## src/rtl/scan_sequencer.sv

```systemverilog
// Scan sequencer for a 2-to-4 decoder. It steps the index 0..3 with a blanked lead-in on every slot.
// Define SCAN_SEQ_STEP_EN to add the manual single-step input `step`.
module scan_sequencer #(
    parameter int DIV   = 4,
    parameter int BLANK = 1
) (
    input  logic clk,
    input  logic rst,
    input  logic run,
`ifdef SCAN_SEQ_STEP_EN
    input  logic step,
`endif
    output logic a,
    output logic b,
    output logic en,
    output logic wrap
);

    localparam int CW = $clog2(DIV);
    localparam logic [CW-1:0] CNT_LAST = CW'(DIV - 1);

    localparam logic [1:0] S_IDLE     = 2'd0;
    localparam logic [1:0] S_BLANKING = 2'd1;
    localparam logic [1:0] S_ACTIVE   = 2'd2;

    logic [1:0]    state_q, state_d;
    logic [1:0]    idx_q, idx_d;
    logic [CW-1:0] cnt_q, cnt_d;
    logic          en_q, wrap_q, wrap_d;
    logic          stay_slot;
    logic          single_now;
    logic          step_rise;
    logic [DIV-1:0] blank_mask;

    // Slot positions that keep the decoder disabled.
    for (genvar gi = 0; gi < DIV; gi++) begin : g_blank
        assign blank_mask[gi] = (gi < BLANK);
    end

`ifdef SCAN_SEQ_STEP_EN
    logic step_q;
    logic single_q, single_d;
    assign step_rise  = step & ~step_q;
    assign single_now = single_q;
`else
    assign step_rise  = 1'b0;
    assign single_now = 1'b0;
`endif

    always_comb begin
        state_d   = state_q;
        idx_d     = idx_q;
        cnt_d     = cnt_q;
        wrap_d    = 1'b0;
        stay_slot = 1'b0;
`ifdef SCAN_SEQ_STEP_EN
        single_d  = single_q;
`endif
        if (state_q == S_IDLE) begin
            cnt_d = '0;
            if (run) begin
                stay_slot = 1'b1;
`ifdef SCAN_SEQ_STEP_EN
                single_d  = 1'b0;
`endif
            end else if (step_rise) begin
                // A manual step advances first, then shows exactly one slot.
                idx_d     = idx_q + 2'd1;
                wrap_d    = (idx_q == 2'd3);
                stay_slot = 1'b1;
`ifdef SCAN_SEQ_STEP_EN
                single_d  = 1'b1;
`endif
            end
        end else if (!run && !single_now) begin
            state_d = S_IDLE;
            cnt_d   = '0;
        end else begin
`ifdef SCAN_SEQ_STEP_EN
            if (run) single_d = 1'b0;
`endif
            if (cnt_q == CNT_LAST) begin
                cnt_d = '0;
                if (single_now && !run) begin
                    state_d = S_IDLE;
`ifdef SCAN_SEQ_STEP_EN
                    single_d = 1'b0;
`endif
                end else begin
                    idx_d     = idx_q + 2'd1;
                    wrap_d    = (idx_q == 2'd3);
                    stay_slot = 1'b1;
                end
            end else begin
                cnt_d     = cnt_q + 1'b1;
                stay_slot = 1'b1;
            end
        end
        if (stay_slot) begin
            state_d = blank_mask[cnt_d] ? S_BLANKING : S_ACTIVE;
        end
    end

    always_ff @(posedge clk) begin
        if (rst) begin
            state_q <= S_IDLE;
            idx_q   <= 2'd0;
            cnt_q   <= '0;
            en_q    <= 1'b0;
            wrap_q  <= 1'b0;
        end else begin
            state_q <= state_d;
            idx_q   <= idx_d;
            cnt_q   <= cnt_d;
            en_q    <= (state_d == S_ACTIVE);
            wrap_q  <= wrap_d;
        end
    end

`ifdef SCAN_SEQ_STEP_EN
    always_ff @(posedge clk) begin
        if (rst) begin
            step_q   <= 1'b0;
            single_q <= 1'b0;
        end else begin
            step_q   <= step;
            single_q <= single_d;
        end
    end
`endif

    assign a    = idx_q[0];
    assign b    = idx_q[1];
    assign en   = en_q;
    assign wrap = wrap_q;

endmodule

```

## config.mk

```make
export PLATFORM = sky130hd
export DESIGN_NAME = scan_sequencer
export DESIGN_NICKNAME = d
export VERILOG_FILES = /design/src/rtl/scan_sequencer.sv
export SDC_FILE = /design/constraint.sdc
export NUM_CORES = 1
export LEC_CHECK = 0
export CAP_MARGIN = 20
export CORE_AREA = 5 5 42 44
export CTS_CLUSTER_DIAMETER = 60
export DETAILED_ROUTE_END_ITERATION = 8
export DIE_AREA = 0 0 47 49
export PLACE_DENSITY_LB_ADDON = 0.1
export SLEW_MARGIN = 20
export SYNTH_ARGS = -nofsm -noshare
export SYNTH_HDL_FRONTEND = slang
export SYNTH_SLANG_ARGS = --single-unit
```

## constraint.sdc

```tcl
create_clock -name clk -period 1.41 [get_ports clk]
set_clock_uncertainty 0.15 [all_clocks]
set_input_delay 0.282 -clock clk [delete_from_list [all_inputs] [get_ports clk]]
set_output_delay 0.282 -clock clk [all_outputs]
set_load 0.01 [all_outputs]
```

==> results of run 1 <==
==> cell usage after synthesis (all sizes together) <==
master  count  area (µm²)
and3b       1        10.0
dfxtp       8         160
ha          2        25.0
mux2        1        15.0
mux2i       1        10.0
nand2b      3        18.8
nor2        2        7.51
nor2b       1        6.26
nor3        2        10.0
nor3b       1        7.51
nor4        1        6.26
o211a       1        10.0
o21ai       1        5.00
o21ba       2        20.0
==> layer usage <==
metal	wire length [µm]	track usage
met3	20	0.0221
met2	240	0.0679
met4	6	0.0553
met5	0	0
met1	284	0.0751
==> metrics by stage <==
step / setup WS, ns / setup TNS, ns
3_3_place_gp: -0.138 / -0.369
5_1_grt: 0.0418 / 0
4_1_cts: 0.0894 / 0
2_1_floorplan: 0.143 / 0
6_report: 0.107 / 0
3_5_place_dp: -0.137 / -0.438
==> registers in the layout, summed over array words and instances, names as in the netlist <==
name / count
state_q: 2
en: 1
cnt_q: 2
wrap: 1
idx_q: 2
==> how the worst max path moves through the flow <==
stage / slack (ns) / endpoint
after global routing: 0.04 / idx_q[0]$_SDFFE_PP0P_
after global placement: -0.14 / idx_q[0]$_SDFFE_PP0P_
after detailed placement: -0.14 / idx_q[0]$_SDFFE_PP0P_
after CTS: 0.09 / b
final: 0.11 / idx_q[0]$_SDFFE_PP0P_
after floorplan: 0.14 / idx_q[0]$_SDFFE_PP0P_
==> kinds of logic after synthesis <==
family / Yosys count / share of synthesized area
adders and majority gates: 2 / 0.0803
AOI/OAI and AO/OA: 4 / 0.112
and+or+nand+nor: 11 / 0.213
DFF: 8 / 0.514
muxes: 2 / 0.0803
==> area by class of cell <==
class | instances | area (µm²) | share of cell area
clock buffers | 3 | 22.5 | 0.0522
multi-input cells | 19 | 151 | 0.351
flip-flops and latches | 8 | 160 | 0.371
well taps | 16 | 20.0 | 0.0464
repair buffers | 9 | 77.6 | 0.180
==> where the power goes <==
part	total (mW)	internal (mW)	switching (mW)	leakage, nW
Sequential	0.232	0.230	0.00235	0.0648
Clock	0.170	0.0971	0.0729	0.0138
Combinational	0.0236	0.0139	0.00968	0.132
==> cell usage in the layout, fill, tap and decap left out, drive strengths merged <==
cell type,instances
buf,3
and3b,1
o211a,1
nor2b,1
ha,2
mux2,1
clkbuf,3
nor3b,1
mux2i,1
dfxtp,8
clkdlybuf4s50,2
o21ai,1
o21ba,2
nand2b,3
nor2,2
nor4,1
nor3,2
dlygate4sd2,4
==> metrics.csv, run 1 <==
stage,metric,value,unit
sta,hold_viol_final,0,
clock_tree,cts-root-buf,clkbuf_4,
setup_path,cp_num_buf_inv,0,
worst_hold_path,min_to,cnt_q[0]$_SDFF_PP0_,
setup_path,reg2reg_slack,0.11,ns
clock_tree,cts_resized,4,
detailed_routing,drt_iter0_markers,0,
placed_design,postPlaceCellArea,414,µm²
placed_design,gp_congestion,0.589,
worst_hold_path,hold_path_depth,1,
sta,setup_viol,0,
clock_tree,cts_buffers,3,
setup_path,cp-startpoint,cnt_q[0]$_SDFF_PP0_,
synthesis,yosysWarnings,0,
finish,utilization,0.308,
synthesis,synth_nets,32,
setup_path,cp_num_cells,3,
synthesis,synth_cells,27,
setup_path,rr_worst_depth,3,
synthesis,ys_ff_latch,8,
synthesis,synth.distinct_cells,14,
grt,grt_pass1_vias,231,
detailed_routing,final_antenna_net_count,0,
detailed_routing,wl_per_cell,10.1,µm
sta,fin_crit,1.30,ns
finish,final_cells,55,
detailed_routing,viasPerCell,4.18,
setup_path,cp_max_fo,3,
setup_path,r2r-end,idx_q[0]$_SDFFE_PP0P_,
grt,grt_antenna_before_repair,0,
clock_tree,cts_buffer_depth,2,
status,outcome,completed,
pwr,total_power,0.426,mW
clock_tree,h-tree-depth,1,
setup_path,critPathSlowestCell,dfxtp_1,
setup_path,critPathLaunchType,register,
clock_tree,clock-sinks,8,
sta,rsz0062_at_grt,no,
setup_path,cp_data_arrival_time,1.29,ns
pwr,power.leakage,0.211,nW
sta,hold_slack,0.311,ns
synthesis,ys_seq_area_frac,0.514,
finish,fill_cells,158,
detailed_routing,vias,230,
placed_design,post-place-cells,52,
floorplan,core-area,1400,µm²
finish,area_growth,38.6,%
grt,grt.total_usage,0.0578,
finish,drive_gt1_frac,0.256,
setup_path,worstPathRequired,1.40,ns
synthesis,postSynthAreaPerCell,11.5,µm²
grt,grt_max_degree,6,
sta,fin_crit_sh,0.924,
pwr,ir_drop,391,µV
detailed_routing,route.detailed.drc,0,
finish,diodes,0,
setup_path,crit_family,flip-flops,
worst_hold_path,hold_path.class,reg -> reg,
setup_path,end_kind,register,
sta,max_slew_margin,0.719,
floorplan,rows,14,
flow_run,cap_violations,0,
setup_path,cp_cell_sequence,"ha_1, o211a_1, mux2_4",
floorplan,fp.dieW,47,µm
sta,fmax,0.768,GHz
floorplan,die_h,49,µm
detailed_routing,dr.pass1.iters,1,
clock_tree,clkLatencyLatePin,0.25,ns
setup_path,critPathKind,reg -> reg,
clock_tree,cts_tree,yes,
clock_tree,ctsHoldBuffers,0,
placed_design,portBuffers,6,
detailed_routing,finalWirelength,553,µm
floorplan,dieArea,2300,µm²
synthesis,synth_area,312,µm²
clock_tree,cts.clk_slew.worst_paths,0.05,ns
worst_hold_path,hold_start,cnt_q[0]$_SDFF_PP0_,
setup_path,rr_startpoint,cnt_q[0]$_SDFF_PP0_,
grt,grt_pass1_wl,924,µm
clock_tree,post_cts_buffers,0,
grt,overflow,0,
pwr,p_per_area,987,nW/µm²
sta,maxSlewViolCount,0,
sta,worstMarginPinSlew,0.417,ns
floorplan,initial_core_util,0.222,
finish,fin_nets,46,
setup_path,critical-path-max-stage-delay,0.35,ns
floorplan,io_pins,7,
finish,fin_area,432,µm²
No activity file was read; power rests on OpenSTA's default activity.
==> inputs of run 2 (changes only) <==
--- a/config.mk
+++ b/config.mk
@@ -8,6 +8,7 @@
 export CAP_MARGIN = 20
 export CORE_AREA = 5 5 42 44
 export CTS_CLUSTER_DIAMETER = 60
+export CTS_CLUSTER_SIZE = 30
 export DETAILED_ROUTE_END_ITERATION = 8
 export DIE_AREA = 0 0 47 49
 export PLACE_DENSITY_LB_ADDON = 0.1
==> results of run 2 <==
The final DEF is identical to that of run 1; final timing and power are the same.
